$ cat src/rtl/poly_deriv_seq.sv
// Polynomial term derivative sequencer: buffers one frame of (coefficient,
// exponent) terms, then emits d/dx of each nonzero term in acceptance order.
//
//   state   | meaning
//   --------+---------------------------------------------------------------
//   LOAD    | accepting input terms into the frame buffer
//   COMPUTE | examining buffer[rd_idx]; skips zero terms, registers results
//   EMIT    | presenting a derivative term until the consumer takes it
//   DONE    | frame had no nonzero terms; presenting a single (0,0,last)
module poly_deriv_seq #(
  parameter int DEPTH = 4
) (
  input  logic       clk,
  input  logic       reset,
  input  logic       in_valid,
  output logic       in_ready,
  input  logic [3:0] in_base,
  input  logic [3:0] in_root,
  input  logic       in_last,
  output logic       out_valid,
  input  logic       out_ready,
  output logic [7:0] out_base,
  output logic [7:0] out_root,
  output logic       out_last,
  output logic       busy
);

  localparam int IW = (DEPTH > 1) ? $clog2(DEPTH) : 1;

  typedef enum logic [1:0] {LOAD, COMPUTE, EMIT, DONE} state_t;

  state_t        state, next_state;
  logic [3:0]    base_buf [DEPTH];
  logic [3:0]    root_buf [DEPTH];
  logic [IW-1:0] wr_idx, rd_idx, last_idx;
  logic          cur_zero, more_nz, frame_end;
  logic [3:0]    cur_base, cur_root;

  assign cur_base  = base_buf[rd_idx];
  assign cur_root  = root_buf[rd_idx];
  assign cur_zero  = (cur_base == 4'd0) || (cur_root == 4'd0);
  // A DEPTH-th term closes the frame regardless of its in_last flag.
  assign frame_end = in_last || (wr_idx == IW'(DEPTH - 1));

  assign in_ready  = (state == LOAD);
  assign out_valid = (state == EMIT) || (state == DONE);
  assign busy      = (state != LOAD);

  // Look ahead for any nonzero term after rd_idx within this frame.
  always_comb begin
    more_nz = 1'b0;
    for (int j = 0; j < DEPTH; j++) begin
      if ((IW'(j) > rd_idx) && (IW'(j) <= last_idx) &&
          (base_buf[j] != 4'd0) && (root_buf[j] != 4'd0))
        more_nz = 1'b1;
    end
  end

  // Next-state decode.
  always_comb begin
    next_state = state;
    case (state)
      LOAD:    if (in_valid && frame_end) next_state = COMPUTE;
      COMPUTE: begin
        if (!cur_zero)                next_state = EMIT;
        else if (rd_idx == last_idx)  next_state = DONE;
      end
      EMIT:    if (out_ready) next_state = out_last ? LOAD : COMPUTE;
      DONE:    if (out_ready) next_state = LOAD;
      default: next_state = LOAD;
    endcase
  end

  // Frame buffer write; contents need no reset since indices gate all reads.
  always_ff @(posedge clk) begin
    if (!reset && state == LOAD && in_valid) begin
      base_buf[wr_idx] <= in_base;
      root_buf[wr_idx] <= in_root;
    end
  end

  // State register, indices and registered output term.
  always_ff @(posedge clk) begin
    if (reset) begin
      state    <= LOAD;
      wr_idx   <= '0;
      rd_idx   <= '0;
      last_idx <= '0;
      out_base <= 8'd0;
      out_root <= 8'd0;
      out_last <= 1'b0;
    end else begin
      state <= next_state;
      case (state)
        LOAD: begin
          if (in_valid) begin
            last_idx <= wr_idx;
            wr_idx   <= wr_idx + 1'b1;
            rd_idx   <= '0;
          end
        end
        COMPUTE: begin
          if (!cur_zero) begin
            out_base <= 8'(cur_base) * 8'(cur_root);
            out_root <= 8'(cur_root - 4'd1);
            out_last <= !more_nz;
          end else if (rd_idx == last_idx) begin
            out_base <= 8'd0;
            out_root <= 8'd0;
            out_last <= 1'b1;
          end else begin
            rd_idx <= rd_idx + 1'b1;
          end
        end
        EMIT: begin
          if (out_ready) begin
            if (out_last) begin
              wr_idx <= '0;
              rd_idx <= '0;
            end else begin
              rd_idx <= rd_idx + 1'b1;
            end
          end
        end
        DONE: begin
          if (out_ready) begin
            wr_idx <= '0;
            rd_idx <= '0;
          end
        end
        default: ;
      endcase
    end
  end

endmodule

$ cat config.mk
export PLATFORM = sky130hd
export DESIGN_NAME = poly_deriv_seq
export DESIGN_NICKNAME = d
export VERILOG_FILES = /design/src/rtl/poly_deriv_seq.sv
export SDC_FILE = /design/constraint.sdc
export NUM_CORES = 1
export LEC_CHECK = 0
export CORE_UTILIZATION = 58
export CTS_BUF_LIST = sky130_fd_sc_hd__clkbuf_2 sky130_fd_sc_hd__clkbuf_4 sky130_fd_sc_hd__clkbuf_8
export CTS_CLUSTER_SIZE = 25
export DETAILED_ROUTE_END_ITERATION = 8
export PLACE_DENSITY = 0.82
export SYNTH_ARGS = -nofsm -noshare
export SYNTH_HDL_FRONTEND = slang
export SYNTH_SLANG_ARGS = --single-unit
$ cat constraint.sdc
create_clock -name clk -period 4.75 [get_ports clk]
set_input_delay 0.95 -clock clk [delete_from_list [all_inputs] [get_ports clk]]
set_output_delay 0.95 -clock clk [all_outputs]
set_load 0.02 [all_outputs]
==> reports/results.ini <==
[outcome]
status = finished clean

[routing]
routed_wl_mm = 5.26
wl_met3_um = 227
route.met2.wl_mm = 2.52
routedWlPerCell_um = 15.3
drc_errors = 0
routed.top_layer = met4
via_per_inst = 5.69
num_vias = 1953
ant_nets = 0
drt_iter0_markers = 103
wl_met1_mm = 2.49
first_pass_iters = 5

[pwr]
p_clk_share_pct = 16.0
power_frac_comb_pct = 45.5
vdd_drop_max_v = 0.000243
power_w = 0.00168
powerDensity_mw_per_mm2 = 495
pwr-share-seq_pct = 38.5
p_int_w = 0.00104
switchingPower_w = 0.000635
power_leakage_nw = 1.30
swShare_pct = 37.8

[global_routing]
antenna_found_initial = 0
grt_pass1_wl_mm = 8.71
grt_use_total_pct = 22.0
grt_max_degree = 20
first_global_vias = 1848
overflow = 0

[cts]
clkSinkCount = 56
cts_tree = done
cts_made_buffers = 5
cts_root_buf = clkbuf_8
worstSkewPairLatency_ns = 0.31
clockBufferDepth = 2
cts_setup_buffers = 0
clkTransAtPathRegs_ns = 0.10
hold_buffers = 0
cts_resized = 0
cts_max_level = 2

[worst_setup_path]
cp-end-kind = register
r2r_slack_ns = 1.04
path_class = reg -> reg
worstPathRequired_ns = 4.97
crit_fanout = 9
crit_arrival_ns = 3.93
start_kind = register

[timing]
finalHoldViolations = 0
period_minus_slack_ns = 3.71
tightest_slew_ns = 0.543
finalCritPeriodShare_pct = 78.1
max_freq_mhz = 270
slew_headroom_pct = 63.7
rsz0062_at_grt = false
finalSetupViolCount = 0
tns_ns = 0
drv_slew = 0
fin_skew_ns = 0.00579

[floorplanning]
io_pins = 33
die_w_um = 73.4
start_util_pct = 61.4
fp.dieArea_mm2 = 0.00538
row_count = 25
dieHeight_um = 73.4
coreArea_mm2 = 0.00482

[placed_design]
dp.final_hpwl_mm = 4.16
portBuffers = 32
gp_congestion = 0.916

[final_layout]
antenna-diode-count = 0
multiInputGateArea_mm2 = 0.00138
fillCellCount = 372
register_area_mm2 = 0.00144
finalNetCount = 317
areaGrowthSynthToFinish_pct = 14.8
drive_gt1_share_pct = 7.61

[hold_path]
hold_path_class = reg -> reg

[logic_synthesis]
ys_types = 42
syn_inst = 245
synth_seq_cells = 56
synth_edf_count = 32
ys_warn_count = 0
ys_seq_area_share_pct = 48.8
syn_avg_cell_area_um2 = 12.1
synth-async-reset-ratio_pct = 0
synth-main-ff-cell = edfxtp_1
netlist_area_mm2 = 0.00296
syn_nets = 287

[run]
drv_cap = 0

[synth_stat cells (all sizes together) (2+ instances only)]
master / count / share of area (%)
a22o: 8 / 2.4
o2bb2ai: 3 / 0.89
o21ai: 6 / 1.0
xnor2: 4 / 1.2
dfxtp: 24 / 16
edfxtp: 32 / 33
inv: 20 / 2.5
mux4: 9 / 6.9
fa: 4 / 2.7
nand2: 11 / 1.4
a21oi: 10 / 1.7
buf: 6 / 1.8
nor3: 4 / 0.68
nand3: 6 / 1.0
a21o: 4 / 1.0
nor4: 6 / 1.8
mux2i: 2 / 0.68
or4: 2 / 0.51
and2: 17 / 3.6
nor2: 16 / 2.1
xor2: 4 / 1.2
clkbuf: 3 / 0.38
a211oi: 4 / 1.0
ha: 25 / 11
[registers in the layout, indices dropped and copies added (netlist names), named ones only]
register  flops
out_root      5
base_buf     16
out_last      1
state         2
root_buf     16
last_idx      2
wr_idx        2
out_base      8
rd_idx        2
[metrics by stage]
stage / setup slack [ns] / hold slack [ns] / area [um^2] / util, % / cells
global route: 0.826 / 0.504 / 3390 / 70.4 / 343
CTS: 1.00 / 0.477 / 3390 / 70.4 / 343
detailed placement: 1.01 / 0.452 / 3300 / 68.4 / 335
finish: 1.04 / 0.471 / 3390 / 70.4 / 343
global placement: 1.10 / 0.443 / 3300 / 68.4 / 335
floorplan: 1.39 / 0.470 / 2960 / - / 245
[power groups by stage]
stage | logic, W | registers [W] | clock network [W]
after global routing | 0.000852 | 0.000656 | 0.000290
after floorplan | 0.000519 | 0.000678 | 0
final | 0.000763 | 0.000646 | 0.000269
after CTS | 0.000765 | 0.000646 | 0.000274
after detailed placement | 0.000760 | 0.000657 | 0
after global placement | 0.000738 | 0.000653 | 0
[placed cells by master, fill, tap and decap left out, types with 2 or more instances in the layout]
master	n
and2_1	17
nand2_1	11
a22o_1	8
mux4_2	9
ha_1	25
xnor2_1	4
a211oi_1	4
clkdlybuf4s50_1	32
dfxtp_1	24
clkbuf_8	5
nor3_1	4
nand3_1	6
a21o_1	4
inv_1	20
fa_1	4
or4_1	2
o2bb2ai_1	3
nor4_1	5
a21oi_1	10
mux2i_1	2
edfxtp_1	32
xor2_1	4
o21ai_0	6
nor2_1	15
[path summary, 6_finish.rpt]
| kind | start | cells after the start | to |
|---|---|---|---|
| max | register | 11 | out_base[7] |
| min reg2reg | out_root[1] | 1 | out_root[1] |
| max reg2reg | register | 11 | out_base[7] |
| min | out_root[1] | 1 | out_root[1] |
[critical path, stage by stage, from the launching register on]
cell and delay, ns:
dfxtp_1 0.67, mux4_2 0.65, nand2_1 0.12, fa_1 0.41, inv_1 0.09, fa_1 0.43, ha_1 0.31, a21o_1 0.18
a311o_1 0.35, a21oi_1 0.17, xnor2_1 0.08, a22o_1 0.17
[layer usage]
metal,up-vias,GRT usage [%]
met1,929,29.7
met4,0,6.20
met2,62,36.2
met5,-,0
li1,960,-
met3,2,4.53
[cell families after synthesis]
logic type	share of synthesized area (%)
flip-flops	48.8
AO/OA/AOI/OAI	11.2
buffers and inverters	4.70
AND/OR/NAND/NOR	12.2
multiplexers	7.54
XOR/XNOR	2.37
adder cells (fa/ha/maj)	13.3
[area by class of cell]
class,count,share of cell area [%]
clock buffer,5,2.03
clock inverter,3,0.812
inverter,20,2.21
multi-input combinational,160,40.5
sequential,56,42.5
tap,67,2.47
timing repair buffer,32,9.44
Power figures use the tool's default switching activity.
